`src/rtl/pulse_width_decoder_if.sv`:
```
// Result handshake bundle for the pulse width decoder.
// The decoder drives results through the master side; the consumer owns count_ready.
interface pulse_width_decoder_if;
  logic        count_ready;
  logic [31:0] count_data;
  logic        count_valid;
  logic        count_saturated;
  logic        zero_frame;
  logic        line_stuck;
  logic [15:0] dropped_frames;

  modport master (
    input  count_ready,
    output count_data,
    output count_valid,
    output count_saturated,
    output zero_frame,
    output line_stuck,
    output dropped_frames
  );

  modport slave (
    output count_ready,
    input  count_data,
    input  count_valid,
    input  count_saturated,
    input  zero_frame,
    input  line_stuck,
    input  dropped_frames
  );
endinterface

```
`src/rtl/pulse_width_decoder.sv`:
```
// Pulse width decoder: measures the high width of each frame on the photon-count
// pulse line and presents one 32-bit count per frame on a valid/ready handshake.
// A watchdog reports a zero-count frame when no pulse arrives within FRAME_TIMEOUT
// cycles of the last frame start.
module pulse_width_decoder #(
  parameter int SYNC_STAGES   = 2,
  parameter int MAX_WIDTH     = 50000000,
  parameter int FRAME_TIMEOUT = 50500000
) (
  input  logic                  clock_50_mhz,
  input  logic                  reset,
  input  logic                  pulse_in,
  pulse_width_decoder_if.master count_bus
);

  localparam logic [31:0] MAX_W        = 32'(MAX_WIDTH);
  localparam logic [31:0] TIMEOUT_LAST = 32'(FRAME_TIMEOUT - 1);

  typedef enum logic {
    IDLE,
    MEASURE
  } state_t;

  logic [SYNC_STAGES-1:0] sync_chain;
  logic                   sync_in;
  logic                   sync_q;
  logic                   sync_q2;
  logic                   rise;
  logic                   fall;

  state_t      state_q;
  state_t      state_d;
  logic [31:0] width_q;
  logic [31:0] width_d;
  logic [31:0] frame_timer_q;
  logic [31:0] frame_timer_d;

  logic        emit;
  logic [31:0] emit_data;
  logic        emit_sat;
  logic        emit_zero;

  logic        slot_free;
  logic [31:0] data_q;
  logic        valid_q;
  logic        sat_q;
  logic        zero_q;
  logic [15:0] dropped_q;

  assign sync_in = sync_chain[SYNC_STAGES-1];

  // Edges are taken between the registered copy and its own delayed copy, which
  // puts the frame result SYNC_STAGES+1 edges after the first low sample.
  assign rise = sync_q & ~sync_q2;
  assign fall = ~sync_q & sync_q2;

  // Input synchroniser plus the two-deep registered copy used for edge detection.
  always_ff @(posedge clock_50_mhz or posedge reset) begin
    if (reset) begin
      sync_chain <= '0;
      sync_q     <= 1'b0;
      sync_q2    <= 1'b0;
    end else begin
      sync_chain <= {sync_chain[SYNC_STAGES-2:0], pulse_in};
      sync_q     <= sync_in;
      sync_q2    <= sync_q;
    end
  end

  // FSM state, width counter and frame watchdog registers.
  always_ff @(posedge clock_50_mhz or posedge reset) begin
    if (reset) begin
      state_q       <= IDLE;
      width_q       <= '0;
      frame_timer_q <= '0;
    end else begin
      state_q       <= state_d;
      width_q       <= width_d;
      frame_timer_q <= frame_timer_d;
    end
  end

  // Next-state logic: start on a rise, emit on a fall or a watchdog expiry in IDLE.
  always_comb begin
    state_d       = state_q;
    width_d       = width_q;
    frame_timer_d = (frame_timer_q == TIMEOUT_LAST) ? frame_timer_q : frame_timer_q + 32'd1;
    emit          = 1'b0;
    emit_data     = '0;
    emit_sat      = 1'b0;
    emit_zero     = 1'b0;
    case (state_q)
      IDLE: begin
        if (rise) begin
          state_d       = MEASURE;
          width_d       = 32'd1;
          frame_timer_d = '0;
        end else if (frame_timer_q == TIMEOUT_LAST) begin
          emit          = 1'b1;
          emit_zero     = 1'b1;
          frame_timer_d = '0;
        end
      end
      MEASURE: begin
        if (fall) begin
          emit      = 1'b1;
          emit_data = width_q;
          emit_sat  = (width_q == MAX_W);
          state_d   = IDLE;
        end else if (width_q != MAX_W) begin
          width_d = width_q + 32'd1;
        end
      end
      default: state_d = IDLE;
    endcase
  end

  assign slot_free = ~valid_q | count_bus.count_ready;

  // Output slot: load on emit when free, otherwise hold the old result and count the loss.
  always_ff @(posedge clock_50_mhz or posedge reset) begin
    if (reset) begin
      data_q    <= '0;
      valid_q   <= 1'b0;
      sat_q     <= 1'b0;
      zero_q    <= 1'b0;
      dropped_q <= '0;
    end else begin
      if (emit && slot_free) begin
        data_q  <= emit_data;
        sat_q   <= emit_sat;
        zero_q  <= emit_zero;
        valid_q <= 1'b1;
      end else if (valid_q && count_bus.count_ready) begin
        valid_q <= 1'b0;
      end
      if (emit && !slot_free && (dropped_q != 16'hFFFF)) begin
        dropped_q <= dropped_q + 16'd1;
      end
    end
  end

  assign count_bus.count_data      = data_q;
  assign count_bus.count_valid     = valid_q;
  assign count_bus.count_saturated = sat_q;
  assign count_bus.zero_frame      = zero_q;
  assign count_bus.dropped_frames  = dropped_q;
  assign count_bus.line_stuck      = (state_q == MEASURE) && (width_q == MAX_W);

endmodule

```
`src/flat_wrapper.sv`:
```
// flat-port wrapper written by rule: the top's interface ports become plain ports
module pulse_width_decoder_flat 
#(
  parameter int SYNC_STAGES   = 2,
  parameter int MAX_WIDTH     = 50000000,
  parameter int FRAME_TIMEOUT = 50500000
)
  (clock_50_mhz, reset, pulse_in, count_bus_count_ready, count_bus_count_data, count_bus_count_valid, count_bus_count_saturated, count_bus_zero_frame, count_bus_line_stuck, count_bus_dropped_frames);
  pulse_width_decoder_if count_bus_i ();
  input  logic clock_50_mhz;
  input  logic reset;
  input  logic pulse_in;
  input wire logic [$bits(count_bus_i.count_ready)-1:0] count_bus_count_ready;
  output wire logic [$bits(count_bus_i.count_data)-1:0] count_bus_count_data;
  output wire logic [$bits(count_bus_i.count_valid)-1:0] count_bus_count_valid;
  output wire logic [$bits(count_bus_i.count_saturated)-1:0] count_bus_count_saturated;
  output wire logic [$bits(count_bus_i.zero_frame)-1:0] count_bus_zero_frame;
  output wire logic [$bits(count_bus_i.line_stuck)-1:0] count_bus_line_stuck;
  output wire logic [$bits(count_bus_i.dropped_frames)-1:0] count_bus_dropped_frames;
  assign count_bus_i.count_ready = count_bus_count_ready;
  assign count_bus_count_data = count_bus_i.count_data;
  assign count_bus_count_valid = count_bus_i.count_valid;
  assign count_bus_count_saturated = count_bus_i.count_saturated;
  assign count_bus_zero_frame = count_bus_i.zero_frame;
  assign count_bus_line_stuck = count_bus_i.line_stuck;
  assign count_bus_dropped_frames = count_bus_i.dropped_frames;
  pulse_width_decoder #(.SYNC_STAGES(SYNC_STAGES), .MAX_WIDTH(MAX_WIDTH), .FRAME_TIMEOUT(FRAME_TIMEOUT)) u_core (.clock_50_mhz(clock_50_mhz), .reset(reset), .pulse_in(pulse_in), .count_bus(count_bus_i));
endmodule
```
`config.mk`:
```
export PLATFORM = sky130hd
export DESIGN_NAME = pulse_width_decoder_flat
export DESIGN_NICKNAME = d
export VERILOG_FILES = /design/src/rtl/pulse_width_decoder_if.sv /design/src/rtl/pulse_width_decoder.sv /design/src/flat_wrapper.sv
export SDC_FILE = /design/constraint.sdc
export NUM_CORES = 1
export LEC_CHECK = 0
export ABC_AREA = 1
export CAP_MARGIN = 20
export CORE_MARGIN = 5
export CORE_UTILIZATION = 30
export CTS_CLUSTER_DIAMETER = 200
export DETAILED_ROUTE_END_ITERATION = 12
export GPL_TIMING_DRIVEN = 0
export PLACE_DENSITY = 0.55
export SLEW_MARGIN = 20
export SYNTH_ARGS = -nofsm -noshare
export SYNTH_HDL_FRONTEND = slang
export SYNTH_SLANG_ARGS = --single-unit
```
`constraint.sdc`:
```
create_clock -name clock_50_mhz -period 3.7 [get_ports clock_50_mhz]
set_clock_uncertainty 0.05 [all_clocks]
set_input_delay 0.74 -clock clock_50_mhz [delete_from_list [all_inputs] [get_ports clock_50_mhz]]
set_output_delay 0.74 -clock clock_50_mhz [all_outputs]
set_load 0.05 [all_outputs]
```
==> impl_metrics.toml <==
[worst_setup_path]
slowest_stage = "dfrtp_1"
endpoint_kind = "output pin"
r2r_slack_ps = 1230
worstReg2RegStart = "u_core.width_q[0]$_DFFE_PP0P_"
worstPathArrival_ps = 2410
path_class = "flip-flop to output pin"
crit_fanout = 7
start_kind = "flip-flop"
path_cells = "inv_2 -> ha_1 -> nand3_1 -> nor3_1 -> nand4_1 -> nor2_1 -> dlymetal6s2s_1"
worst_path_largest_cell_delay_ps = 500
cp.required_ps = 2910
crit_start = "u_core.width_q[0]$_DFFE_PP0P_"

[layout]
layout.nets = 1024
syn_to_final_growth_pct = 24.2
final_cells = 1312
diodes = 0
layout-drive-gt1-share_pct = 7.40
num-fill-cells = 2362

[detailed_routing]
drt-vias-per-instance = 4.72
drt-pass1-iter-count = 5
drc_errors = 0
wl_um = 19500
vias = 6187
wl_per_cell_um = 14.9
drt-initial-drc-count = 316
ant_nets = 0

[power_and_ir_drop]
ir_worst_vdd_v = 0.000277
seq_power_share_pct = 38.6
p_int_uw = 2750
switching_share_pct = 26.0
leakagePower_uw = 0.00355
pwr-share-clk_pct = 49.9
p_per_area_nw_per_um2 = 442
combinationalPowerShare_pct = 11.5
p_switching_uw = 968

[global_routing]
overflow = 0
antenna_found_initial = 0
grt_max_degree = 32
grt_pass1_wl_um = 32600
grt_use_total_pct = 15.7
grt_pass1_vias = 6265

[logic_synthesis]
yosysWarningCount = 0
syn_area_um2 = 6770
yosys-top-cells-area = "dfrtp_1 44%, nand2_1 18%, nor2_1 7.0%"
syn-num-nets = 946
synth-seq-cells = 120
seq_area_frac_synth_pct = 44.3
synth.distinct_cells = 38
syn_area_per_cell_um2 = 7.23
synth_top_area_cell = "dfrtp_1"
syn_inst = 937
yosys.area.top_type_share_pct = 44.3

[sta]
hold_viol_final = 0
tightest_slew_ps = 641
final_max_slew_viol_count = 0
final.setup.tns_ps = 0
max-slew-margin-rel_pct = 57.3
timing.final.crit_share_pct = 86.5
setup_violations = 0
fin_crit_ps = 3200
fmaxAchievable_ghz = 0.313
rsz0062_at_grt = "no"

[placed_design]
place_congestion = 0.918
port_buffers = 55
place_inst = 1281
place_hpwl_um = 14600

[clock_tree]
numCtsBuffers = 17
cts.clk_slew.worst_paths_ps = 60
insertion_delay_ps = 430
cts_tree = "yes"
cts_sinks = 120
clockRootBuffer = "clkbuf_16"
cts_hold_buf = 0
max-clock-path-buffers = 2
h-tree-depth = 4

[die]
initial_core_util_pct = 30.2
rows = 55
fp.dieArea_um2 = 25700
die_x_um = 160
pin_count = 56
core_um2 = 22400
die_y_um = 160

[min_path]
min_from = "u_core.sync_chain[1]$_DFF_PP0_"
min_path_type = "flip-flop to flip-flop"

[flow_run]
max-cap-violations = 0

[run_status]
status = "complete, no violations"
power by group through the flow:
stage | registers (uW) | logic [uW] | clock network (uW)
3_3_place_gp | 1460 | 418 | 0
6_report | 1430 | 427 | 1860
5_1_grt | 1440 | 472 | 1960
3_5_place_dp | 1460 | 435 | 0
2_1_floorplan | 1510 | 218 | 0
4_1_cts | 1430 | 435 | 1890
worst paths after layout:
check	endpoint	cells after the start
setup / recovery	count_bus_line_stuck	7
min in group asynchronous	u_core.count_bus.count_data[23]$_DFFE_PP0P_	2
max in group asynchronous	u_core.count_bus.dropped_frames[2]$_DFFE_PP0P_	5
setup reg to reg	u_core.width_q[12]$_DFFE_PP0P_	9
hold / removal	u_core.sync_q$_DFF_PP0_	0
hold reg to reg	u_core.sync_q$_DFF_PP0_	0
layout by cell type (no fill, tap or decap), types with 3 or more instances in the layout:
master and instances:
clkbuf_1 12, buf_6 8, inv_1 76, clkbuf_8 3
nor2_1 127, nor3_1 33, clkdlybuf4s50_1 54, dfrtp_1 120
nand3_1 57, nand2_2 5, xnor2_1 7, xor2_1 21
o21ai_1 33, buf_12 4, ha_1 5, nand2_1 322
inv_2 6, nor2_2 5, clkbuf_16 17, a21oi_1 10
nand4_1 25, o21ai_0 34, nor2_4 4, bufinv_16 5
buf_4 3
cell usage after synthesis:
master,count
and3_1,2
or2_2,1
ha_1,5
a21oi_1,10
nor3_1,33
clkbuf_1,9
nand3b_1,2
nand2_4,2
nor3_2,1
nand2_2,5
buf_2,2
nand3_1,57
nand3_4,1
a31oi_1,1
nand4_2,1
o21ai_1,33
nand3_2,2
nor2_4,4
xnor2_1,7
o211a_1,2
buf_1,1
nor2_1,127
o21ai_0,34
a21oi_4,1
inv_1,77
nand4_1,25
nor2_2,5
buf_4,3
xor2_1,21
buf_6,8
and2_1,2
dfrtp_1,120
o211ai_1,1
inv_2,6
nor4_1,2
nor2b_2,1
nand2_1,322
or2_0,1
final cells by class:
cell class / count / area (um2) / share of cell area (%)
buffer: 23 / 160 / 1.90
clock buffer: 23 / 478 / 5.68
clock inverter: 8 / 168 / 1.99
inverter: 83 / 315 / 3.75
multi-input combinational: 711 / 3300 / 39.2
sequential: 120 / 3000 / 35.7
tap: 285 / 357 / 4.24
timing repair buffer: 59 / 633 / 7.53
sequential cells by signal (all words and copies together), names as in the netlist, 2 cells and up:
signal	count
u_core.count_bus.count_data	32
u_core.frame_timer_q	32
u_core.width_q	32
u_core.count_bus.dropped_frames	16
u_core.sync_chain	2
layer usage:
metal	track usage (%)	wire length (um)	vias up
met4	5.12	401	0
met2	26.1	9240	126
li1	-	-	3150
met5	0	0	-
met1	20.7	9180	2882
met3	2.71	660	29
critical path, delay by kind of cell, from the launching register on:
family	cells	cell delay, ps
buffers and inverters	2	640
and+or+nand+nor	4	660
DFF	1	500
adders and majority gates	1	190
cell families after synthesis:
logic type	Yosys count	synth area share, %
xor gates and xnor gates	28	3.62
adders and majority gates	5	0.924
buffers and inverters	106	6.96
and+or+nand+nor	596	37.7
DFF	120	44.3
AOI/OAI and AO/OA	82	6.43
per-stage QoR:
stage	util (%)	hold slack, ps	power (uW)	cell area, um2	setup slack (ps)
2_1_floorplan	-	281	1730	6780	1230
4_1_cts	37.5	298	3760	8410	59.8
6_report	37.5	292	3720	8410	501
5_1_grt	37.5	307	3870	8410	361
3_3_place_gp	34.3	283	1870	7680	88.5
3_5_place_dp	34.6	285	1890	7760	521
repair_timing:
item                                    in CTS  in global routing
endpoints found under the setup margin       0                  1
buffers inserted                             0                  0
resized for setup                            0                  1
No activity file was read; power rests on OpenSTA's default activity.
